===== src/rtl/mem_decode_pkg.sv =====
// Shared types and the power-on region map for the bus chip-select decoder.
// The default map assumes 4 KiB granules (4 decoded address bits).
package mem_decode_pkg;

    localparam int MAX_NREG = 16;
    localparam int MAX_AW   = 16;
    localparam int MAX_WW   = 8;
    localparam int IDX_W    = $clog2(MAX_NREG);

    typedef struct packed {
        logic [MAX_AW-1:0] lo;
        logic [MAX_AW-1:0] hi;
        logic [MAX_WW-1:0] wstates;
        logic              valid;
    } region_t;

    localparam logic [MAX_AW-1:0] DEF_LO [MAX_NREG] = '{
        16'h0, 16'hA, 16'hB, 16'hC, 16'hD, 16'hE, 16'h0, 16'h0,
        16'h0, 16'h0, 16'h0, 16'h0, 16'h0, 16'h0, 16'h0, 16'h0
    };

    localparam logic [MAX_AW-1:0] DEF_HI [MAX_NREG] = '{
        16'h7, 16'hA, 16'hB, 16'hC, 16'hD, 16'hF, 16'h0, 16'h0,
        16'h0, 16'h0, 16'h0, 16'h0, 16'h0, 16'h0, 16'h0, 16'h0
    };

    localparam logic [MAX_WW-1:0] DEF_WAIT [MAX_NREG] = '{
        8'h0, 8'h0, 8'h0, 8'h0, 8'h0, 8'h0, 8'h0, 8'h0,
        8'h0, 8'h0, 8'h0, 8'h0, 8'h0, 8'h0, 8'h0, 8'h0
    };

    localparam logic [MAX_NREG-1:0] DEF_VALID = 16'h003F;

    function automatic region_t def_region(input int i);
        region_t r;
        r.lo      = DEF_LO[i];
        r.hi      = DEF_HI[i];
        r.wstates = DEF_WAIT[i];
        r.valid   = DEF_VALID[i];
        return r;
    endfunction

endpackage


===== src/rtl/mem_decode_if.sv =====
// CPU-side bus and table-programming signals of the chip-select decoder.
// master drives address/config, slave returns selects and RDY.
interface mem_decode_if
    import mem_decode_pkg::*;
#(
    parameter int ADDR_W = 4,
    parameter int NREG   = 6,
    parameter int WAIT_W = 3
);

    logic              enable;
    logic              cycle_start;
    logic [ADDR_W-1:0] addr;

    logic              cfg_we;
    logic [IDX_W-1:0]  cfg_idx;
    logic [ADDR_W-1:0] cfg_lo;
    logic [ADDR_W-1:0] cfg_hi;
    logic [WAIT_W-1:0] cfg_wait;
    logic              cfg_valid;

    logic [NREG-1:0]   cs_n;
    logic              rdy;
    logic              hit;

    modport master (
        output enable, cycle_start, addr,
        output cfg_we, cfg_idx, cfg_lo, cfg_hi,
        output cfg_wait, cfg_valid,
        input  cs_n, rdy, hit
    );

    modport slave (
        input  enable, cycle_start, addr,
        input  cfg_we, cfg_idx, cfg_lo, cfg_hi,
        input  cfg_wait, cfg_valid,
        output cs_n, rdy, hit
    );

endinterface


===== src/rtl/mem_decode_region_match.sv =====
// Single-region range comparator: inclusive unsigned bounds, gated by valid.
// An inverted range (lo > hi) can never satisfy both compares.
module region_match #(
    parameter int AW = 4
) (
    input  logic [AW-1:0] addr,
    input  logic [AW-1:0] lo,
    input  logic [AW-1:0] hi,
    input  logic          valid,
    output logic          match
);

    assign match = valid && (lo <= addr) && (addr <= hi);

endmodule


===== src/rtl/mem_decode.sv =====
// Registered chip-select decoder with a programmable region table and
// per-region RDY wait states for slow devices on the 6502 bus.
module mem_decode
    import mem_decode_pkg::*;
#(
    parameter int ADDR_W = 4,
    parameter int NREG   = 6,
    parameter int WAIT_W = 3
) (
    input  logic clk,
    input  logic reset,
    mem_decode_if.slave bus
);

    region_t           tab_q [NREG];
    region_t           wr_ent;

    logic [MAX_AW-1:0] addr_x;
    logic [NREG-1:0]   match;
    logic [NREG-1:0]   sel;
    logic [MAX_WW-1:0] wait_win;

    logic [NREG-1:0]   cs_n_q;
    logic [NREG-1:0]   cs_n_d;
    logic              hit_q;
    logic              hit_d;
    logic [MAX_WW-1:0] cnt_q;
    logic [MAX_WW-1:0] cnt_d;
    logic              take;

    // Table entries are kept at full record width; upper bits stay zero.
    assign addr_x         = MAX_AW'(bus.addr);
    assign wr_ent.lo      = MAX_AW'(bus.cfg_lo);
    assign wr_ent.hi      = MAX_AW'(bus.cfg_hi);
    assign wr_ent.wstates = MAX_WW'(bus.cfg_wait);
    assign wr_ent.valid   = bus.cfg_valid;

    for (genvar g = 0; g < NREG; g++) begin : g_match
        region_match #(
            .AW (MAX_AW)
        ) u_match (
            .addr  (addr_x),
            .lo    (tab_q[g].lo),
            .hi    (tab_q[g].hi),
            .valid (tab_q[g].valid),
            .match (match[g])
        );
    end

    // Walk downwards so the lowest matching index is the last to land.
    always_comb begin
        sel      = '0;
        wait_win = '0;
        for (int i = NREG - 1; i >= 0; i--) begin
            if (match[i]) begin
                sel      = '0;
                sel[i]   = 1'b1;
                wait_win = tab_q[i].wstates;
            end
        end
    end

    // A strobe during a stall repeats the same address, so it is dropped.
    assign take = bus.cycle_start && (cnt_q == '0);

    always_comb begin
        cs_n_d = cs_n_q;
        hit_d  = hit_q;
        cnt_d  = cnt_q;
        if (take) begin
            if (bus.enable && (|match)) begin
                cs_n_d = ~sel;
                hit_d  = 1'b1;
                cnt_d  = wait_win;
            end else begin
                cs_n_d = '1;
                hit_d  = 1'b0;
                cnt_d  = '0;
            end
        end else if (cnt_q != '0) begin
            cnt_d = cnt_q - MAX_WW'(1);
        end
    end

    always_ff @(posedge clk) begin
        if (reset) begin
            cs_n_q <= '1;
            hit_q  <= 1'b0;
            cnt_q  <= '0;
            for (int i = 0; i < NREG; i++) begin
                tab_q[i] <= def_region(i);
            end
        end else begin
            cs_n_q <= cs_n_d;
            hit_q  <= hit_d;
            cnt_q  <= cnt_d;
            for (int i = 0; i < NREG; i++) begin
                if (bus.cfg_we && (bus.cfg_idx == IDX_W'(i))) begin
                    tab_q[i] <= wr_ent;
                end
            end
        end
    end

    assign bus.cs_n = cs_n_q;
    assign bus.rdy  = (cnt_q == '0);
    assign bus.hit  = hit_q;

endmodule

===== src/flat_wrapper.sv =====
// flat-port wrapper written by rule: the top's interface ports become plain ports
module mem_decode_flat import mem_decode_pkg::*;
#(
    parameter int ADDR_W = 4,
    parameter int NREG   = 6,
    parameter int WAIT_W = 3
)
  (clk, reset, bus_enable, bus_cycle_start, bus_addr, bus_cfg_we, bus_cfg_idx, bus_cfg_lo, bus_cfg_hi, bus_cfg_wait, bus_cfg_valid, bus_cs_n, bus_rdy, bus_hit);
  mem_decode_if #(.ADDR_W(ADDR_W), .NREG(NREG), .WAIT_W(WAIT_W)) bus_i ();
  input  logic clk;
  input  logic reset;
  input wire logic [$bits(bus_i.enable)-1:0] bus_enable;
  input wire logic [$bits(bus_i.cycle_start)-1:0] bus_cycle_start;
  input wire logic [$bits(bus_i.addr)-1:0] bus_addr;
  input wire logic [$bits(bus_i.cfg_we)-1:0] bus_cfg_we;
  input wire logic [$bits(bus_i.cfg_idx)-1:0] bus_cfg_idx;
  input wire logic [$bits(bus_i.cfg_lo)-1:0] bus_cfg_lo;
  input wire logic [$bits(bus_i.cfg_hi)-1:0] bus_cfg_hi;
  input wire logic [$bits(bus_i.cfg_wait)-1:0] bus_cfg_wait;
  input wire logic [$bits(bus_i.cfg_valid)-1:0] bus_cfg_valid;
  output wire logic [$bits(bus_i.cs_n)-1:0] bus_cs_n;
  output wire logic [$bits(bus_i.rdy)-1:0] bus_rdy;
  output wire logic [$bits(bus_i.hit)-1:0] bus_hit;
  assign bus_i.enable = bus_enable;
  assign bus_i.cycle_start = bus_cycle_start;
  assign bus_i.addr = bus_addr;
  assign bus_i.cfg_we = bus_cfg_we;
  assign bus_i.cfg_idx = bus_cfg_idx;
  assign bus_i.cfg_lo = bus_cfg_lo;
  assign bus_i.cfg_hi = bus_cfg_hi;
  assign bus_i.cfg_wait = bus_cfg_wait;
  assign bus_i.cfg_valid = bus_cfg_valid;
  assign bus_cs_n = bus_i.cs_n;
  assign bus_rdy = bus_i.rdy;
  assign bus_hit = bus_i.hit;
  mem_decode #(.ADDR_W(ADDR_W), .NREG(NREG), .WAIT_W(WAIT_W)) u_core (.clk(clk), .reset(reset), .bus(bus_i));
endmodule

===== config.mk =====
export PLATFORM = sky130hd
export DESIGN_NAME = mem_decode_flat
export DESIGN_NICKNAME = d
export VERILOG_FILES = /design/src/rtl/mem_decode_pkg.sv /design/src/rtl/mem_decode_if.sv /design/src/rtl/mem_decode_region_match.sv /design/src/rtl/mem_decode.sv /design/src/flat_wrapper.sv
export SDC_FILE = /design/constraint.sdc
export NUM_CORES = 1
export LEC_CHECK = 0
export CAP_MARGIN = 5
export CELL_PAD_IN_SITES_DETAIL_PLACEMENT = 2
export CELL_PAD_IN_SITES_GLOBAL_PLACEMENT = 2
export CORE_MARGIN = 2
export CORE_UTILIZATION = 43
export DETAILED_ROUTE_END_ITERATION = 7
export PLACE_DENSITY = 0.89
export SLEW_MARGIN = 20
export SYNTH_ARGS = -nofsm -noshare
export SYNTH_HDL_FRONTEND = slang
export SYNTH_SLANG_ARGS = --single-unit

===== constraint.sdc =====
create_clock -name clk -period 3.8 [get_ports clk]
set_input_delay 0.57 -clock clk [delete_from_list [all_inputs] [get_ports clk]]
set_output_delay 0.57 -clock clk [all_outputs]
set_load 0.005 [all_outputs]

# Word level (Yosys, flattened, before mapping)
# Memory sizes are Yosys's and may differ from the RTL's.
# Index checks and enable logic that the tools add are counted.
# classes
n_bitwise	7
n_addsub	1
order_cmp	12
reduce_logical	25
n_mux	43
n_eq_ne	5
# ops
operator	n
less-or-equal comparator 16 x 4 -> 1 bit	6
less-or-equal comparator 4 x 16 -> 1 bit	6
2-to-1 mux 12 bit	6
2-to-1 mux 8 bit	9
2-to-1 mux 6 bit	7
2-to-1 mux 1 bit	21
logical AND 1 bit	20
== test 4 x 2 -> 1 bit, second input constant	2
== test 4 x 3 -> 1 bit, second input constant	2
zero test 8 bit	1
nonzero test 8 bit	1
subtractor 8 x 1 -> 8 bit, second input constant	1
inverter 6 bit	1
OR 1 bit	6
OR reduction 6 bit	1
== test 4 x 1 -> 1 bit, second input constant	1
zero test 4 bit	1
nonzero test 2 bit	1
# totals
n_memories	1
ramBits	72
reg_bits	15
input_bits	25
output_inout_bits	8
elab_cells	97
# memory_table
name	depth	word_bits	rd	rd_ports_with_merged_regs	wr	line_no	rtl
u_core.tab_q	6	12	6	0	6	mem_decode.sv:15	region_t tab_q [NREG];

# Depth between registers and ports, before layout
# Gate-level depths: netlist of the first run.
# An unclocked memory read counts as a cell.
# logic_depth
depth_word	12
depth_mapped	10
mapped_depth_nobuf	9

# By module
# Synthesis of the first run repeated with hierarchy kept, for this count alone.
# unflattened
hier_cells	941
area_unflattened_um2	8510.7
# modules_own_cells
module	area_per_inst_um2	instances	cells_per_inst
region_match	815.8	6	111
mem_decode	3616.0	1	275

# Least setup slack after synthesis of the first run
# No wires, ideal clock.
# synth_path
kind	input port to flip-flop
start	input port bus_addr[3]
end	register u_core.cs_n_q[1] (netlist: u_core.bus.cs_n[1])
path_stages	10
required_ns	3.678
arrival_ns	2.526
setup_ns	0.122
setup_slack_ns	1.152
path_cell_list	inv_1 > ha_1 > and4b_1 > a2111oi_4 > o22ai_2 > nand4_1 > nor3_1 > or2_1 > buf_6 > o32a_1
# synth_between
elab_chain_cells	10
# synth_rtl
element	line_no	rtl
start, declared	flat_wrapper.sv:14	input wire logic [$bits(bus_i.addr)-1:0] bus_addr;
less-or-equal comparator 16 x 4 -> 1 bit	mem_decode_region_match.sv:13	assign match = valid && (lo <= addr) && (addr <= hi);
logical AND 1 bit (2 in series)	mem_decode_region_match.sv:13	
2-to-1 mux 6 bit (5 in series)	mem_decode.sv:55	if (match[i]) begin
inverter 6 bit	mem_decode.sv:72	cs_n_d = ~sel;
2-to-1 mux 6 bit (*)	mem_decode.sv:71	if (bus.enable && (|match)) begin
end signal, assigned	mem_decode.sv:94	cs_n_q <= cs_n_d;
end, declared	mem_decode.sv:23	logic [NREG-1:0] cs_n_q;
# Every way passes the cells marked *; elsewhere a longest branch is shown, timed or not.
# A chain may end at the register's enable or synchronous reset.

# Worst setup path in the final report of the first run
# layout_path
start	input port bus_addr[0]
end	register u_core.cnt_q[0]
# layout_between
elab_chain_cells	11
# layout_rtl
element	line_no	rtl
less-or-equal comparator 16 x 4 -> 1 bit	mem_decode_region_match.sv:13	
logical AND 1 bit (2 in series)	mem_decode_region_match.sv:13	
2-to-1 mux 8 bit (6 in series)	mem_decode.sv:55	
2-to-1 mux 8 bit (*)	mem_decode.sv:71	
2-to-1 mux 8 bit (*)	mem_decode.sv:70	if (take) begin
end signal, assigned	mem_decode.sv:96	cnt_q <= cnt_d;
end, declared	mem_decode.sv:27	logic [MAX_WW-1:0] cnt_q;
# Marks and branches as above.

==> results of run 1 <==
critical path: stages:
cell and delay, ns:
clkdlybuf4s50_1 0.46, inv_1 0.28, ha_1 0.22, and3b_1 0.18
a2111oi_0 0.64, o221a_2 0.42, nand4b_1 0.14, a31oi_1 0.11
a211oi_1 0.37, o32ai_2 0.14
Yosys cell counts (all sizes together), types with 2 or more instances:
library cell and n:
ha 49, nor2 14, nand4 5, a31o 3
inv 40, a21oi 6, o31ai 3, nand4b 2
nand3b 2, edfxtp 72, nand2 20, nand3 8
a2111oi 2, dfxtp 15, o22ai 4, o32ai 3
nor3b 2, buf 2, nand2b 28, and4b 6
and4 4, a311oi 2, o32a 2, nor4 2
nor2b 5, a211oi 7, o22a 2, o2111ai 2
or3 15, a21o 6, clkbuf 7, and2 40
xnor2 2, nor3 9, o21ai 12, o211a 2
or2 3
layer usage:
layer  track usage (%)  vias to the layer above  share of wire [%]
met2              50.4                      122                 50
met4              8.86                        0                2.3
met1              34.8                     1850                 40
met5                 0                        -                  0
met3              7.17                       33                6.8
li1                  -                     1639                  -
cell families (layout without fill, tap and decap cells):
family | after synthesis | after routing | share of synthesized area (%)
AOI/OAI and AO/OA | 65 | 65 | 10.5
adders and majority gates | 49 | 49 | 12.7
muxes | 1 | 1 | 0.207
DFF | 87 | 87 | 51.0
xor gates and xnor gates | 2 | 2 | 0.363
buffers and inverters | 50 | 101 | 4.20
and+or+nand+nor | 168 | 168 | 21.0
layout make-up:
class | instances | area, um2
multi-input combinational | 285 | 2170
timing repair buffer | 44 | 410
clock inverter | 7 | 72.6
sequential | 87 | 2460
clock buffer | 9 | 124
tap | 140 | 175
fill | 1083 | 5320
inverter | 41 | 154
path summary, 6_finish.rpt:
kind / cells past startpoint / end / slack, ns
max reg2reg: 9 / u_core.cnt_q[1] / 0.96
min reg2reg: 1 / u_core.bus.cs_n[0] / 0.48
max: 10 / u_core.cnt_q[0] / 0.53
min: 1 / u_core.bus.cs_n[0] / 0.48
power groups by stage:
stage | Clock [uW] | Sequential (uW) | Combinational (uW)
3_5_place_dp | 0 | 1200 | 647
5_1_grt | 710 | 1190 | 728
2_1_floorplan | 0 | 1170 | 418
6_report | 667 | 1180 | 678
4_1_cts | 670 | 1180 | 677
3_3_place_gp | 0 | 1190 | 580
flip-flops by register name, summed over array words and instances (netlist names):
signal           flops
u_core.bus.cs_n      6
u_core.cnt_q         8
u_core.tab_q        72
u_core.bus.hit       1
per-stage QoR:
step | instance area, um2 | hold WS [ns] | utilization, %
global route | 5560 | 0.524 | 51.1
CTS | 5560 | 0.499 | 51.1
finish | 5560 | 0.483 | 51.1
global placement | 5370 | 0.465 | 49.3
floorplan | 4830 | 0.458 | -
detailed placement | 5370 | 0.482 | 49.3
placed cells by master (no fill, tap or decap), types with 3 or more instances in the layout:
cell,count
and4b_1,6
a211oi_1,7
nand2_1,20
nor2b_1,5
and4_1,4
a21oi_1,6
nand2b_1,28
nor3_1,8
inv_1,40
and2_1,40
a31o_2,3
ha_1,49
o22ai_1,3
a21o_1,6
or3_1,15
edfxtp_1,72
nor2_1,14
clkbuf_8,9
nand4_1,5
clkdlybuf4s50_1,32
buf_4,12
dfxtp_1,15
o21ai_0,12
nand3_1,7
==> results by group, run 1 <==
Critical path
  • Crit path DAT: 3.53 ns
  • Worst Path Required: 4.06 ns
  • R2R Path Start: u_core.tab_q[3][5]
  • Critical Path Source: bus_addr[0]
  • CP max FO: 7
  • WS Path Type: input port to flop
  • CP Capture Type: flop
  • Startpoint types: input port

Pwr
  • PwrDens: 454 nW/um2
  • Seq pwr share: 46.8%
  • Clk pwr share: 26.4%
  • Overall power: 2530 uW
  • Combinational share of power: 26.8%
  • VDD IR-drop max: 246 uV
  • Lkg Pwr: 0.00222 uW
  • Sw frac: 33.0%
  • P_sw: 833 uW
  • Internal power: 1700 uW

Clocking
  • Root Buffer: clkbuf_8
  • CTS Buf Count: 9
  • H-tree depth: 3
  • Post-cts gate resize count: 0
  • Cts hold-fix bufs: 0
  • CTS tree: yes
  • Max clock buf depth: 2
  • Later-pin clock latency in the skew report: 0.38 ns
  • Setup repair bufs after CTS: 0
  • CTS sink cnt: 87
  • CTS clk-pin slew, worst paths: 0.09 ns

Drt
  • Drc violations: 0
  • Vias/cell: 5.94
  • Drt initial violations: 280
  • Vias after detailed routing: 3644
  • WL final: 16200 um
  • Pre-antenna DRT Iters: 4
  • Routed Antenna Nets: 0
  • Routed len/inst: 26.4 um

Die
  • Rows: 38
  • Boundary Pins: 33
  • Initial Util: 44.3%
  • Die Y: 110 um
  • Core area: 10900 um2
  • Die area: 12100 um2
  • Chip width: 110 um

Synth
  • Yosys top cell by area: edfxtp_1
  • Syn Inst Count: 422
  • Yosys top cell area share: 44.8%
  • Syn_area_per_cell: 11.4 um2
  • Sequential share of the synthesized area: 51.0%
  • Yosys warns: 0
  • Synth unique cells: 58
  • Synth top area cells: edfxtp_1 45%, ha_1 13%, dfxtp_1 6.2%, and2_1 5.2%, nand2b_1 3.6%
  • Syn Nets: 496
  • Number of synthesized flops with an enable pin: 72
  • Synth Register Bits: 87
  • Ys flop type: edfxtp_1
  • Asr flop ratio synth: 0%
  • Area of the mapped netlist: 4830 um2

Hold path
  • Min-delay worst type: flop to flop
  • Hold Crit Start: u_core.bus.cs_n[0]

Place
  • GPL Wtd Cong: 0.848
  • Pre-CTS setup slack: 0.210 ns
  • Post-DP HPWL: 12300 um
  • Dpl cells: 597
  • Port Buffers: 32

GRT
  • First-pass GRT wire length: 24400 um
  • All-Layer GR Usage: 28.8%
  • GRT overflow: 0
  • Initial antenna violation count: 0
  • Largest net degree at the start of global routing: 16
  • Vias in the first global route: 4150

STA
  • Setup ws final: 0.529 ns
  • Fin. Hold Viols: 0
  • Fmax: 306 MHz
  • Post-layout min period: 3.27 ns
  • Worst Skew: 0.00698 ns
  • Setup TNS: 0 ns
  • Crit share post-route: 86.1%
  • Pins Over Slew Limit: 0
  • Slew @ Worst Pin: 0.800 ns
  • Worst slew margin: 46.5%
  • Endpoints failing setup: 0
  • RSZ-0062 raised after global routing: no

Layout
  • Post-route insts no fill: 613
  • Layout area overhead: 15.3%
  • Fraction of layout cells with a size suffix above 1: 8.46%
  • # diodes: 0
  • Final nets: 542

Flow run
  • Maxcap violations: 0

Run status
  • Outcome: complete, no violations
Power figures use the tool's default switching activity.
==> run 2, diff against run 1 <==
--- a/config.mk
+++ b/config.mk
@@ -9,9 +9,10 @@
 export CELL_PAD_IN_SITES_DETAIL_PLACEMENT = 2
 export CELL_PAD_IN_SITES_GLOBAL_PLACEMENT = 2
 export CORE_MARGIN = 2
-export CORE_UTILIZATION = 43
+export CORE_UTILIZATION = 40
+export CTS_CLUSTER_SIZE = 40
 export DETAILED_ROUTE_END_ITERATION = 7
-export PLACE_DENSITY = 0.89
+export PLACE_DENSITY_LB_ADDON = 0.1
 export SLEW_MARGIN = 20
 export SYNTH_ARGS = -nofsm -noshare
 export SYNTH_HDL_FRONTEND = slang
==> constraint.sdc (replaced) <==
create_clock -name clk -period 3.3 [get_ports clk]
set_input_delay 0.495 -clock clk [delete_from_list [all_inputs] [get_ports clk]]
set_output_delay 0.495 -clock clk [all_outputs]
set_load 0.005 [all_outputs]
==> run 2 against run 1 <==
  * Global-route usage is 3.2 points lower
  * Largest power group unchanged
  * Count of clock-buffer cells in the layout is 5 higher
  * Worst hold slack better by 0.018 ns
  * Total power is 30% higher
  * Sequential power is 14% higher
  * Combinational power is 17% higher
  * Largest cell class unchanged
  * First-iteration DRC count is 35% lower
  * Register-to-register slack worse by 0.37 ns
  * Critical endpoint is now u_core.cnt_q[1]
  * Setup slack worse by 0.38 ns
  * Clock power is 71% higher
  * Critical path type unchanged
==> results by group, run 2 (synthesis gave the netlist of run 1 again) <==
Critical path
  • Critical Path Source: bus_addr[1]
  • CP Capture Type: flop
  • R2R Path Start: u_core.tab_q[4][6]
  • WS Path Type: input port to flop
  • Startpoint types: input port
  • Crit path DAT: 3.37 ns
  • CP max FO: 6
  • Worst Path Required: 3.52 ns

Clocking
  • CTS tree: yes
  • CTS clk-pin slew, worst paths: 0.06 ns
  • Setup repair bufs after CTS: 0
  • Later-pin clock latency in the skew report: 0.35 ns
  • Root Buffer: clkbuf_16
  • CTS Buf Count: 9
  • H-tree depth: 3
  • Post-cts gate resize count: 0
  • Cts hold-fix bufs: 0
  • Max clock buf depth: 2
  • CTS sink cnt: 87

Drt
  • Vias/cell: 5.66
  • Vias after detailed routing: 3609
  • WL final: 15700 um
  • Pre-antenna DRT Iters: 4
  • Drc violations: 0
  • Routed Antenna Nets: 0
  • Drt initial violations: 182
  • Routed len/inst: 24.6 um

Die
  • Die area: 13000 um2
  • Chip width: 114 um
  • Initial Util: 40.5%
  • Die Y: 114 um
  • Boundary Pins: 33
  • Core area: 11900 um2
  • Rows: 40

GRT
  • GRT overflow: 0
  • All-Layer GR Usage: 25.6%
  • First-pass GRT wire length: 24100 um
  • GR Util met2: 46.4%
  • Vias in the first global route: 4114
  • Initial antenna violation count: 0
  • Global Route met3 Usage: 3.35%
  • Routing usage on met1: 31.0%
  • Largest net degree at the start of global routing: 15
  • Busiest grt layer: met2

STA
  • Endpoints failing setup: 0
  • Pins Over Slew Limit: 0
  • Fin. Hold Viols: 0
  • Fmax: 318 MHz
  • Post-layout min period: 3.15 ns
  • Setup ws final: 0.152 ns
  • RSZ-0062 raised after global routing: no
  • Crit share post-route: 95.4%
  • Worst Skew: 0.0127 ns
  • Slew @ Worst Pin: 0.692 ns
  • Worst slew margin: 53.5%

Layout
  • # diodes: 0
  • Final nets: 560
  • Layout area overhead: 21.4%
  • Fraction of layout cells with a size suffix above 1: 12.2%
  • Max reg flops: 72
  • Post-route insts no fill: 638
  • Commonest non-fill, non-tap cell in the layout: edfxtp_1
  • Fill cell count: 1193
  • Register area: 2460 um2
  • Area of the multi-input gates: 2170 um2
  • Most frequent cells in the layout: 72 x edfxtp_1, 49 x ha_1, 40 x inv_1, 40 x and2_1, 32 x clkdlybuf4s50_1
  • Largest register by flop count: u_core.tab_q

Pwr
  • PwrDens: 559 nW/um2
  • Lkg Pwr: 0.00238 uW
  • Overall power: 3280 uW
  • VDD IR-drop max: 282 uV

Run status
  • Outcome: complete, no violations

Place
  • Dpl cells: 622
  • Pre-CTS setup slack: -0.0742 ns
  • Post-DP HPWL: 11500 um
  • GPL Wtd Cong: 0.889
  • Port Buffers: 32

Flow run
  • Maxcap violations: 0

Hold path
  • Min-delay worst type: flop to flop
  • Hold Crit Start: u_core.bus.cs_n[5]
==> run 2: final cells by class <==
type                    instances  share of cell area [%]
repair buffers                 62                    9.31
flip-flops and latches         87                    42.0
clock inverters                 2                   0.235
inverters                      41                    2.63
multi-input cells             285                    37.1
well taps                     147                    3.14
clock buffers                  14                    5.59
==> run 2: report_power, final <==
part / internal, uW / switching (uW)
logic: 346 / 448
registers: 1280 / 66.1
clock network: 690 / 445
==> run 2: routing by layer <==
| layer | part of all wire (%) | wire, um |
|---|---|---|
| met5 | 0 | 0 |
| met4 | 2.9 | 448 |
| met3 | 3.4 | 531 |
| met2 | 52 | 8120 |
| met1 | 42 | 6600 |
==> run 2: worst max-delay path, cell delays in order <==
cell             delay [ns]
clkdlybuf4s50_1        0.53
inv_1                  0.19
buf_4                  0.19
ha_1                   0.33
nor2b_1                0.15
o2111ai_1              0.22
o2111ai_1              0.27
or3_1                  0.43
o211a_1                0.15
o22ai_1                0.29
o31ai_1                0.13
==> run 2: final timing paths <==
path	to	slack [ns]	cells after the start
max reg2reg	u_core.cnt_q[1]	0.59	10
min	u_core.bus.cs_n[5]	0.50	2
max	u_core.cnt_q[1]	0.15	11
min reg2reg	u_core.bus.cs_n[5]	0.50	2
==> run 2: metrics by stage <==
step	area (um2)	hold slack (ns)	setup TNS [ns]	util (%)
detailed placement	5520	0.487	-0.120	46.3
CTS	5860	0.508	0	49.2
global route	5860	0.524	0	49.2
global placement	5520	0.474	0	46.3
floorplan	4830	0.458	0	-
finish	5860	0.501	0	49.2
==> run 3, diff against run 2 <==
--- a/config.mk
+++ b/config.mk
@@ -5,7 +5,7 @@
 export SDC_FILE = /design/constraint.sdc
 export NUM_CORES = 1
 export LEC_CHECK = 0
-export CAP_MARGIN = 5
+export CAP_MARGIN = 10
 export CELL_PAD_IN_SITES_DETAIL_PLACEMENT = 2
 export CELL_PAD_IN_SITES_GLOBAL_PLACEMENT = 2
 export CORE_MARGIN = 2
==> results of run 3 <==
Same layout as run 2: the final DEF is identical, and so are final timing and power.
